==> src/rtl/secded_dec_pkg.sv <==
// Shared SECDED constants and helpers for the decoder (and its matching encoder).
// par_w() sizes the Hamming parity field, data_pos() maps a data index to its codeword position.
package secded_dec_pkg;

    typedef enum logic [1:0] {
        CLS_CLEAN,
        CLS_CORR,
        CLS_UNCORR
    } cls_e;

    function automatic bit is_pow2(input int unsigned i);
        return (i != 0) && ((i & (i - 1)) == 0);
    endfunction

    // Smallest r with 2^r >= data_w + r + 1 (predicate is monotonic in r).
    function automatic int unsigned par_w(input int unsigned data_w);
        int unsigned r;
        r = 1;
        for (int unsigned t = 1; t < 31; t++) begin
            if ((32'd1 << t) < (data_w + t + 1)) r = t + 1;
        end
        return r;
    endfunction

    // Position of data bit k: the k-th non-power-of-two position counting from 3.
    function automatic int unsigned data_pos(input int unsigned k);
        int unsigned cnt;
        int unsigned pos;
        cnt = 0;
        pos = 0;
        for (int unsigned i = 3; i < k + 64; i++) begin
            if (!is_pow2(i)) begin
                if (cnt == k) pos = i;
                cnt++;
            end
        end
        return pos;
    endfunction

endpackage

==> src/rtl/secded_dec_syndrome.sv <==
// Combinational codeword -> {syndrome, overall parity}; reused by the encoder for parity generation.
module secded_syndrome #(
    parameter int unsigned CW    = 8,
    parameter int unsigned PAR_W = 3
) (
    input  logic [CW-1:0]    cw,
    output logic [PAR_W-1:0] s,
    output logic             p
);

    // Syndrome is the XOR of the positions of all set bits in 1..CW-1.
    always_comb begin
        s = '0;
        for (int unsigned i = 1; i < CW; i++) begin
            if (cw[i]) s = s ^ PAR_W'(i);
        end
    end

    assign p = ^cw;

endmodule

==> src/rtl/secded_dec.sv <==
// Two-stage pipelined SECDED decoder with valid/ready, error flags and saturating counters.
// Build option: SECDED_DEC_POISON_EN forces dout to zero on uncorrectable words.
module secded_dec
    import secded_dec_pkg::*;
#(
    parameter  int unsigned DATA_W = 4,
    parameter  int unsigned CNT_W  = 16,
    localparam int unsigned PAR_W  = par_w(DATA_W),
    localparam int unsigned CW     = DATA_W + PAR_W + 1
) (
    input  logic              clk,
    input  logic              rst,
    input  logic [CW-1:0]     ein,
    input  logic              ein_val,
    output logic              ein_rdy,
    output logic [DATA_W-1:0] dout,
    output logic              dout_val,
    input  logic              dout_rdy,
    output logic              err_corr,
    output logic              err_uncorr,
    input  logic              cnt_clr,
    output logic [CNT_W-1:0]  corr_cnt,
    output logic [CNT_W-1:0]  uncorr_cnt
);

    logic                en;
    logic [PAR_W-1:0]    syn_s;
    logic                syn_p;
    logic [DATA_W-1:0]   ein_data;

    logic                s1_val;
    logic [DATA_W-1:0]   s1_data;
    logic [PAR_W-1:0]    s1_s;
    logic                s1_p;

    logic [31:0]         sidx;
    logic                flip;
    cls_e                cls;
    logic [DATA_W-1:0]   data_fix;
    logic [DATA_W-1:0]   dout_n;
    logic                xfer;

    assign en      = !dout_val || dout_rdy;
    assign ein_rdy = en;
    assign xfer    = dout_val && dout_rdy;

    secded_syndrome #(
        .CW    (CW),
        .PAR_W (PAR_W)
    ) u_syndrome (
        .cw (ein),
        .s  (syn_s),
        .p  (syn_p)
    );

    // Stage 1 keeps only the data positions of the codeword: parity positions are
    // fully summarised by s/p, and a flip landing on one leaves the data untouched.
    for (genvar k = 0; k < DATA_W; k++) begin : g_bits
        localparam int unsigned P = data_pos(k);
        assign ein_data[k] = ein[P];
        assign data_fix[k] = s1_data[k] ^ (flip && (sidx == P));
    end

    assign sidx = 32'(s1_s);

    // Classify the stage-1 word from syndrome and overall parity.
    always_comb begin
        cls  = CLS_CLEAN;
        flip = 1'b0;
        if (s1_p) begin
            if (sidx <= CW - 1) begin
                cls  = CLS_CORR;
                flip = (sidx != 0);
            end else begin
                cls = CLS_UNCORR;
            end
        end else if (sidx != 0) begin
            cls = CLS_UNCORR;
        end
    end

    // Select the output data word, optionally poisoning uncorrectable words.
    always_comb begin
`ifdef SECDED_DEC_POISON_EN
        dout_n = (cls == CLS_UNCORR) ? '0 : data_fix;
`else
        dout_n = data_fix;
`endif
    end

    // Both pipeline stages advance together whenever the output is free or being taken.
    always_ff @(posedge clk) begin
        if (!rst) begin
            s1_val     <= 1'b0;
            s1_data    <= '0;
            s1_s       <= '0;
            s1_p       <= 1'b0;
            dout_val   <= 1'b0;
            dout       <= '0;
            err_corr   <= 1'b0;
            err_uncorr <= 1'b0;
        end else if (en) begin
            s1_val     <= ein_val;
            s1_data    <= ein_data;
            s1_s       <= syn_s;
            s1_p       <= syn_p;
            dout_val   <= s1_val;
            dout       <= dout_n;
            err_corr   <= s1_val && (cls == CLS_CORR);
            err_uncorr <= s1_val && (cls == CLS_UNCORR);
        end
    end

    // Saturating error counters; a clear beats a same-cycle increment.
    always_ff @(posedge clk) begin
        if (!rst || cnt_clr) begin
            corr_cnt   <= '0;
            uncorr_cnt <= '0;
        end else if (xfer) begin
            if (err_corr && (corr_cnt != '1))     corr_cnt   <= corr_cnt + CNT_W'(1);
            if (err_uncorr && (uncorr_cnt != '1)) uncorr_cnt <= uncorr_cnt + CNT_W'(1);
        end
    end

endmodule

==> config.mk <==
export PLATFORM = sky130hd
export DESIGN_NAME = secded_dec
export DESIGN_NICKNAME = d
export VERILOG_FILES = /design/src/rtl/secded_dec_pkg.sv /design/src/rtl/secded_dec_syndrome.sv /design/src/rtl/secded_dec.sv
export SDC_FILE = /design/constraint.sdc
export NUM_CORES = 1
export LEC_CHECK = 0
export CAP_MARGIN = 20
export CORE_MARGIN = 3
export CORE_UTILIZATION = 30
export DETAILED_ROUTE_END_ITERATION = 8
export SLEW_MARGIN = 20
export SYNTH_ARGS = -nofsm -noshare
export SYNTH_HDL_FRONTEND = slang
export SYNTH_SLANG_ARGS = --single-unit
==> constraint.sdc <==
create_clock -name clk -period 2 [get_ports clk]
set_clock_uncertainty 0.1 [all_clocks]
set_input_delay 0.2 -clock clk [delete_from_list [all_inputs] [get_ports clk]]
set_output_delay 0.2 -clock clk [all_outputs]
set_load 0.01 [all_outputs]
; Yosys cells after proc, flatten, opt, wreduce, memory -nomap -nowiden
; Index checks and enable logic that the tools add are counted.
[op_classes]
add_sub_neg = 2
mul = 0
div_mod_pow = 0
order_cmp = 1
n_eq_ne = 8
shift = 0
muxes = 12
bitwise_logic = 10
reduce_logical = 17
[ops]
columns = operator, count
row1 = "16-bit by 1-bit adder with 16-bit output, second input constant", 2
row2 = "16-bit inequality test, second input constant", 2
row3 = 32-bit nonzero test, 1
row4 = 3-bit 2-to-1 mux, 4
row5 = 2-bit 2-to-1 mux, 5
row6 = "3-bit equality test, second input constant", 3
row7 = 1-bit logical AND, 9
row8 = 8-bit XOR reduction, 1
row9 = 2-bit inverter, 3
row10 = 2-bit AND reduction, 2
row11 = 1-bit bitwise XOR, 4
row12 = "3-bit by 2-bit equality test with 1-bit output, second input constant", 1
row13 = "3-bit less-or-equal comparator, second input constant", 1
row14 = 1-bit 2-to-1 mux, 3
row15 = 3-bit inverter, 1
row16 = "2-bit by 1-bit equality test with 1-bit output, second input constant", 1
row17 = "2-bit equality test, second input constant", 1
row18 = 1-bit zero test, 2
row19 = 1-bit logical OR, 2
row20 = "1-bit inverter, first input constant", 2
[word_totals]
reg_bits = 48
latchBits = 0
mem_bits_rw = 0
mem_bits_ro = 0
output_inout_bits = 40
elab_cells = 60
memories = 0

; Longest topological paths before layout
; Gate-level depths: netlist of run 1.
[depth]
depth_word = 11
ltp_mapped = 6
mapped_depth_nobuf = 6

; Hierarchy
; A second synthesis of run 1 with hierarchy kept.
[unflattened]
cells_unflattened = 280
area_unflattened_um2 = 2398.6
[by_module_without_submodules]
columns = mod, n_inst, cells_each, area_per_inst_um2, seq_area_each_um2
row1 = secded_dec, 1, 269, 2294.7, 960.9
row2 = secded_syndrome, 1, 11, 103.8, 0.0

; Worst setup path before layout of run 1
; OpenSTA, ideal clock, no wires.
[synth_timing]
path_type = register -> register
from = register corr_cnt[0]
to = register corr_cnt[6]
setup_time_ns = 0.072
t_arrival_ns = 1.627
required_ns = 1.828
setup_slack_ns = 0.201
stages_incl_launch_ff = 7
n_path_buf = 0
path_cell_list = dfxtp_1 -> ha_1 -> nand4_1 -> nor4_4 -> nor2_1 -> nand4_1 -> mux2i_1
[synth_via]
elab_chain_cells = 3
[synth_rtl]
columns = item, line_no
row1 = "start, declared", secded_dec.sv:22  ; output logic [CNT_W-1:0] corr_cnt,
row2 = "start signal, assigned", secded_dec.sv:120  ; if (err_corr && (corr_cnt != '1)) corr_cnt <= corr_cnt + CNT_W'(1);
row3 = "parallel branches: the longest is 3 deep, another holds 16-bit by 1-bit adder with 16-bit output", --
; Parallel ways; which one is timed is not known.
; A chain may end at the register's enable or synchronous reset.

; Worst setup path after layout of run 1
; Ends and elaborated chain as after synthesis.

==> metrics.txt, run 1 <==
# TYPE chip_impl_metric gauge
chip_impl_info{name="status",value="finished, final reports clean"} 1
chip_impl_metric{name="timing_max_transition_violations_final",unit=""} 0
chip_impl_metric{name="clock_latency",unit="ps"} 290
chip_impl_metric{name="cts_max_level",unit=""} 2
chip_impl_metric{name="worst_slew_margin_rel",unit="%"} 72.9
chip_impl_metric{name="timing.critical_path.fanout_max",unit=""} 6
chip_impl_metric{name="yosysWarningCount",unit=""} 0
chip_impl_metric{name="io_buffer_count",unit=""} 52
chip_impl_metric{name="largest_net_degree_at_the_start_of_global_routing",unit=""} 23
chip_impl_metric{name="stdcell_area",unit="um^2"} 3200
chip_impl_metric{name="synth_cell_types",unit=""} 46
chip_impl_metric{name="antenna_found_initial",unit=""} 0
chip_impl_metric{name="drtPass1Iterations",unit=""} 4
chip_impl_metric{name="flow.area_growth_from_synthesis",unit="%"} 34.9
chip_impl_metric{name="floorplan.initialDensity",unit="%"} 31.8
chip_impl_metric{name="highest_clock_rate",unit="MHz"} 546
chip_impl_metric{name="cts.hold.buffers_added",unit=""} 0
chip_impl_info{name="rsz_0062_raised_after_global_routing",value="false"} 1
chip_impl_metric{name="post_synth_fa_ha_maj_area_fraction",unit="%"} 1.06
chip_impl_metric{name="hpwl_dp",unit="mm"} 4.23
chip_impl_info{name="synth_top_family_by_area",value="simple AND/OR/NAND/NOR gates"} 1
chip_impl_info{name="type_of_destination_of_the_critical_path",value="flop"} 1
chip_impl_info{name="critical_path.startpoint",value="corr_cnt[0]"} 1
chip_impl_metric{name="dieArea",unit="um^2"} 9010
chip_impl_metric{name="placement_rows",unit=""} 31
chip_impl_info{name="hold_path.startpoint",value="s1_data[1]"} 1
chip_impl_metric{name="synth_fp_nets",unit=""} 279
chip_impl_metric{name="drv.max_cap_violation_count",unit=""} 0
chip_impl_info{name="synth_flop_cell",value="dfxtp_1"} 1
chip_impl_metric{name="yosysSeqAreaShare",unit="%"} 40.5
chip_impl_metric{name="detail-route-antenna-nets",unit=""} 0
chip_impl_metric{name="detail_route.wl_per_cell",unit="um"} 12.6
chip_impl_metric{name="synthSimpleGateAreaFrac",unit="%"} 32.2
chip_impl_metric{name="synth-edff-count",unit=""} 0
chip_impl_metric{name="grt_util_all_layers",unit="%"} 12.8
chip_impl_metric{name="core",unit="um^2"} 7450
chip_impl_metric{name="grt_first_pass_wirelength",unit="mm"} 9.25
chip_impl_info{name="cts_tree",value="yes"} 1
chip_impl_metric{name="timing_worst_slew_pin_value",unit="ps"} 403
chip_impl_metric{name="final_layout_size_suffix_gt1_share",unit="%"} 11.1
chip_impl_metric{name="drt-initial-drc-count",unit=""} 62
chip_impl_metric{name="synth.mux.area_fraction",unit="%"} 0.844
chip_impl_metric{name="worstPathRequired",unit="ps"} 2130
chip_impl_metric{name="fp.dieW",unit="um"} 94.9
chip_impl_metric{name="cts.clk_slew.worst_paths",unit="ps"} 80
chip_impl_metric{name="number_of_global_route_vias_before_repair",unit=""} 1973
chip_impl_metric{name="diodes",unit=""} 0
chip_impl_metric{name="fin_nets",unit=""} 347
chip_impl_metric{name="ys_async_sr_fraction",unit="%"} 0
chip_impl_metric{name="route.detailed.vias_per_inst",unit=""} 4.87
chip_impl_metric{name="post_synth.cell_area_avg",unit="um^2"} 8.98
chip_impl_metric{name="ctsResizeCount",unit=""} 0
chip_impl_info{name="ctsRootBufferMaster",value="clkbuf_8"} 1
chip_impl_metric{name="post_route_drc",unit=""} 0
chip_impl_metric{name="peak_ir_drop_on_the_vdd_network",unit="uV"} 238
chip_impl_metric{name="io-pin-count",unit=""} 53
chip_impl_info{name="critPathLaunchType",value="flop"} 1
chip_impl_metric{name="dpl.cell_count",unit=""} 424
chip_impl_metric{name="instances_no_fill",unit=""} 432
chip_impl_metric{name="place_congestion",unit=""} 0.796
chip_impl_metric{name="cts_setup_buffers",unit=""} 0
chip_impl_metric{name="final.min_clock_period",unit="ps"} 1830
chip_impl_metric{name="synth_area",unit="um^2"} 2370
chip_impl_metric{name="syn-instance-count",unit=""} 264
chip_impl_info{name="layout_commonest_cell",value="clkdlybuf4s50_1"} 1
chip_impl_metric{name="power_density",unit="nW/um^2"} 555
chip_impl_info{name="mostFrequentLayoutCells",value="clkdlybuf4s50_1, dfxtp_1, nand2_1, nor2_1, xor2_1"} 1
chip_impl_info{name="critPathKind",value="reg -> reg"} 1
chip_impl_metric{name="dpl-instance-area",unit="um^2"} 3110
chip_impl_metric{name="cts_made_buffers",unit=""} 5
chip_impl_metric{name="maximum_buffer_depth_of_the_clock_tree",unit=""} 2
chip_impl_metric{name="hold-worst-slack",unit="ps"} 368
chip_impl_metric{name="finalSetupViolCount",unit=""} 0
chip_impl_metric{name="sum_of_negative_setup_slack",unit="ps"} 0
chip_impl_metric{name="worstPathArrival",unit="ps"} 1960
chip_impl_metric{name="tot_pwr",unit="W"} 0.00177
chip_impl_metric{name="leakage_power_of_the_design",unit="nW"} 1.17
chip_impl_metric{name="numClockSinks",unit=""} 48
chip_impl_metric{name="ys_seq_elements",unit=""} 48
chip_impl_metric{name="hold_viol_final",unit=""} 0
chip_impl_metric{name="xor_xnor_portion_of_the_synthesized_cell_area",unit="%"} 14.4
chip_impl_metric{name="postRouteWirelength",unit="mm"} 5.45
chip_impl_info{name="reg2reg_from",value="corr_cnt[0]"} 1
chip_impl_metric{name="finalCritPeriodShare",unit="%"} 91.6
chip_impl_metric{name="globalRoute.totalOverflow",unit=""} 0
chip_impl_metric{name="synth_compound_gate_area_share",unit="%"} 9.18
chip_impl_info{name="worst_hold_path_type",value="reg -> reg"} 1
chip_impl_metric{name="vias",unit=""} 2102
chip_impl_metric{name="die_height",unit="um"} 94.9
[final cells by class]
| type | count | area (um^2) |
|---|---|---|
| repair buffers | 69 | 648 |
| multi-input cells | 206 | 1370 |
| fillers | 767 | 4250 |
| flip-flops and latches | 48 | 961 |
| clock buffers | 8 | 90.1 |
| inverters | 2 | 7.51 |
| well taps | 99 | 124 |
[power breakdown]
group	internal (W)	switching (W)	leakage, nW
sequential	0.000983	0.0000326	0.390
clock	0.000282	0.000301	0.0455
combinational	0.0000987	0.0000764	0.733
[synthesized netlist by cell type (2+ instances only)]
cell type | count | area [um^2]
nor2_1 | 30 | 113
nand3_1 | 16 | 80.1
and3_1 | 3 | 18.8
xor2_1 | 22 | 193
ha_1 | 2 | 25.0
nor3_2 | 2 | 20.0
a31oi_1 | 3 | 18.8
nor4_4 | 2 | 42.5
o211a_1 | 7 | 70.1
nand3_2 | 3 | 30.0
o21ai_0 | 3 | 15.0
a21boi_1 | 2 | 15.0
a21boi_0 | 4 | 30.0
mux2i_1 | 2 | 20.0
nor2b_1 | 3 | 18.8
and4_1 | 3 | 26.3
xnor2_1 | 15 | 131
a21oi_1 | 5 | 25.0
nor3_1 | 5 | 25.0
dfxtp_1 | 48 | 961
nand4b_1 | 5 | 43.8
nand2b_1 | 2 | 12.5
o21ai_1 | 2 | 10.0
nand4_1 | 17 | 106
clkbuf_1 | 6 | 22.5
nand2_1 | 32 | 120
[sequential cells by signal, indices dropped and copies added (netlist names)]
name / count
dout: 4
uncorr_cnt: 16
s1_s: 3
corr_cnt: 16
err_uncorr: 1
s1_val: 1
err_corr: 1
dout_val: 1
s1_data: 4
s1_p: 1
[worst max-delay path: stages (launching register included)]
cell     delay, ps
dfxtp_1        340
ha_1           220
nand4_1        230
nor4_4         430
nor2_1         140
nand4_1        130
mux2i_1        180
[cells by family after synthesis]
family | after synthesis
AND/OR/NAND/NOR | 134
flip-flops | 48
XOR/XNOR | 38
AO/OA/AOI/OAI | 30
buffers and inverters | 10
multiplexers | 2
adder cells (fa/ha/maj) | 2
[path summary, 6_finish.rpt]
path | slack, ps | end | depth (start not counted)
min reg2reg | 370 | s1_data[1] | 2
max | 170 | corr_cnt[6] | 6
max reg2reg | 170 | corr_cnt[6] | 6
min | 370 | s1_data[1] | 2
[routing by layer]
layer	share of wire, %	up-vias	global-route usage (%)	routed length, um
met5	0	-	0	0
met4	1.6	0	4.81	87
met3	4.2	7	2.55	231
met2	47	42	20.0	2550
met1	47	979	17.3	2580
li1	-	1074	-	-
[through the flow]
| stage | util (%) | worst slack, ps |
|---|---|---|
| after floorplan | - | 201 |
| after global placement | 41.7 | 55.8 |
| after detailed placement | 41.7 | 29.5 |
| after CTS | 42.9 | 150 |
| after global routing | 42.9 | 49.1 |
| final | 42.9 | 168 |
Power figures use the tool's default switching activity.
==> run 2, diff against run 1 <==
--- a/config.mk
+++ b/config.mk
@@ -7,8 +7,9 @@
 export LEC_CHECK = 0
 export CAP_MARGIN = 20
 export CORE_MARGIN = 3
-export CORE_UTILIZATION = 30
+export CORE_UTILIZATION = 45
 export DETAILED_ROUTE_END_ITERATION = 8
+export PLACE_DENSITY = 0.73
 export SLEW_MARGIN = 20
 export SYNTH_ARGS = -nofsm -noshare
 export SYNTH_HDL_FRONTEND = slang
==> metrics.txt, run 2 (synthesis gave the netlist of run 1 again) <==
# TYPE chip_impl_metric gauge
chip_impl_metric{name="drtPass1Iterations",unit=""} 5
chip_impl_metric{name="die_height",unit="um"} 78.6
chip_impl_metric{name="io_buffer_count",unit=""} 52
chip_impl_metric{name="place_congestion",unit=""} 0.751
chip_impl_metric{name="globalRoute.totalOverflow",unit=""} 0
chip_impl_metric{name="stdcell_area",unit="um^2"} 3160
chip_impl_metric{name="dieArea",unit="um^2"} 6180
chip_impl_metric{name="cts_made_buffers",unit=""} 5
chip_impl_info{name="reg2reg_from",value="corr_cnt[1]"} 1
chip_impl_metric{name="cts_setup_buffers",unit=""} 0
chip_impl_metric{name="clock_latency",unit="ps"} 300
chip_impl_metric{name="post_route_drc",unit=""} 0
chip_impl_metric{name="route.detailed.vias_per_inst",unit=""} 5.37
chip_impl_metric{name="core",unit="um^2"} 4910
chip_impl_metric{name="worst_slew_margin_rel",unit="%"} 71.0
chip_impl_metric{name="highest_clock_rate",unit="MHz"} 549
chip_impl_metric{name="grt_first_pass_wirelength",unit="mm"} 9.20
chip_impl_metric{name="grt_util_all_layers",unit="%"} 18.6
chip_impl_metric{name="fin_nets",unit=""} 347
chip_impl_info{name="ctsRootBufferMaster",value="clkbuf_8"} 1
chip_impl_info{name="layout_commonest_cell",value="clkdlybuf4s50_1"} 1
chip_impl_info{name="rsz_0062_raised_after_global_routing",value="false"} 1
chip_impl_metric{name="peak_ir_drop_on_the_vdd_network",unit="uV"} 373
chip_impl_metric{name="dpl-instance-area",unit="um^2"} 3050
chip_impl_metric{name="setup.reg_to_reg.worst_slack",unit="ps"} 180
chip_impl_metric{name="detail_route.wl_per_cell",unit="um"} 13.5
chip_impl_info{name="top_regs",value="corr_cnt x16, uncorr_cnt x16"} 1
chip_impl_metric{name="drv.max_cap_violation_count",unit=""} 0
chip_impl_metric{name="finalCritPeriodShare",unit="%"} 91.0
chip_impl_metric{name="finalSetupViolCount",unit=""} 0
chip_impl_metric{name="intPower",unit="W"} 0.00136
chip_impl_info{name="type_of_destination_of_the_critical_path",value="flop"} 1
chip_impl_info{name="critPathLaunchType",value="flop"} 1
chip_impl_metric{name="instances_no_fill",unit=""} 400
chip_impl_metric{name="share_clk_of_total_power",unit="%"} 33.1
chip_impl_info{name="critical_path.startpoint",value="corr_cnt[1]"} 1
chip_impl_metric{name="p_sw_share",unit="%"} 23.8
chip_impl_metric{name="number_of_global_route_vias_before_repair",unit=""} 1954
chip_impl_metric{name="timing.critical_path.fanout_max",unit=""} 4
chip_impl_metric{name="seq_power_share",unit="%"} 57.0
chip_impl_metric{name="sum_of_negative_setup_slack",unit="ps"} 0
chip_impl_metric{name="largest_net_degree_at_the_start_of_global_routing",unit=""} 23
chip_impl_metric{name="cts_max_level",unit=""} 2
chip_impl_metric{name="flow.area_growth_from_synthesis",unit="%"} 33.3
chip_impl_metric{name="cts.hold.buffers_added",unit=""} 0
chip_impl_metric{name="cts.clk_slew.worst_paths",unit="ps"} 90
chip_impl_info{name="cts_tree",value="yes"} 1
chip_impl_metric{name="power_switching",unit="W"} 0.000424
chip_impl_metric{name="timing_max_transition_violations_final",unit=""} 0
chip_impl_metric{name="detail-route-antenna-nets",unit=""} 0
chip_impl_metric{name="vias",unit=""} 2148
chip_impl_metric{name="worstPathRequired",unit="ps"} 2100
chip_impl_metric{name="hpwl_dp",unit="mm"} 4.02
chip_impl_info{name="mostFrequentLayoutCells",value="clkdlybuf4s50_1, dfxtp_1, nand2_1, nor2_1, xor2_1"} 1
chip_impl_metric{name="timing_worst_slew_pin_value",unit="ps"} 431
chip_impl_metric{name="placement_rows",unit=""} 25
chip_impl_info{name="status",value="finished, final reports clean"} 1
chip_impl_metric{name="final.min_clock_period",unit="ps"} 1820
chip_impl_metric{name="hold-worst-slack",unit="ps"} 367
chip_impl_metric{name="floorplan.initialDensity",unit="%"} 48.3
chip_impl_metric{name="hold_viol_final",unit=""} 0
chip_impl_metric{name="combPwrFrac",unit="%"} 9.8
chip_impl_metric{name="worstPathArrival",unit="ps"} 1920
chip_impl_metric{name="drt-initial-drc-count",unit=""} 102
chip_impl_metric{name="power_density",unit="nW/um^2"} 564
chip_impl_metric{name="final_layout_size_suffix_gt1_share",unit="%"} 11.7
chip_impl_metric{name="ctsResizeCount",unit=""} 0
chip_impl_metric{name="maximum_buffer_depth_of_the_clock_tree",unit=""} 2
chip_impl_metric{name="numClockSinks",unit=""} 48
chip_impl_metric{name="antenna_found_initial",unit=""} 0
chip_impl_metric{name="fp.dieW",unit="um"} 78.6
chip_impl_info{name="worst_hold_path_type",value="reg -> reg"} 1
chip_impl_metric{name="postRouteWirelength",unit="mm"} 5.39
chip_impl_metric{name="diodes",unit=""} 0
chip_impl_metric{name="io-pin-count",unit=""} 53
chip_impl_info{name="critPathKind",value="reg -> reg"} 1
chip_impl_info{name="hold_path.startpoint",value="s1_data[0]"} 1
chip_impl_metric{name="leakage_power_of_the_design",unit="nW"} 1.17
chip_impl_metric{name="dpl.cell_count",unit=""} 390
run 2: final cells by class:
| class | count | area, um^2 |
|---|---|---|
| clock buffers | 6 | 82.6 |
| clock inverters | 2 | 10.0 |
| fillers | 442 | 1750 |
| inverters | 2 | 7.51 |
| multi-input cells | 206 | 1370 |
| flip-flops and latches | 48 | 961 |
| well taps | 67 | 83.8 |
| repair buffers | 69 | 648 |
run 2: power by group through the flow:
stage / logic, W / clock network [W] / registers (W)
floorplan: 0.000101 / 0 / 0.00103
global placement: 0.000174 / 0 / 0.00104
detailed placement: 0.000177 / 0 / 0.00104
CTS: 0.000177 / 0.000615 / 0.00102
global route: 0.000193 / 0.000657 / 0.00102
finish: 0.000175 / 0.000591 / 0.00102
run 2: metal layers:
layer | wire length (um) | vias to the layer above | track usage [%] | part of all wire, %
met5 | 0 | - | 0 | 0
met4 | 91 | 0 | 7.34 | 1.7
met3 | 215 | 9 | 3.67 | 4.0
met2 | 2500 | 51 | 30.0 | 46
met1 | 2580 | 1012 | 24.3 | 48
li1 | - | 1076 | - | -
run 2: worst max-delay path: stages, from the launching register on:
cell      delay [ps]
dfxtp_1          340
ha_1             220
nand4_1          240
or3_1            430
nand4b_1         140
xor2_1           190
nor2_1            50
run 2: per-stage QoR:
step	worst slack (ps)	utilization, %	total power (W)
2_1_floorplan	201	-	0.00113
3_3_place_gp	81.0	62.2	0.00121
3_5_place_dp	11.3	62.2	0.00121
4_1_cts	110	64.1	0.00181
5_1_grt	36.1	64.4	0.00187
6_report	179	64.4	0.00178
run 2: worst paths after layout:
kind | cells past startpoint | end
worst max-delay path | 6 | corr_cnt[13]
worst max register to register | 6 | corr_cnt[13]
worst min register to register | 2 | s1_data[0]
worst min-delay path | 2 | s1_data[0]
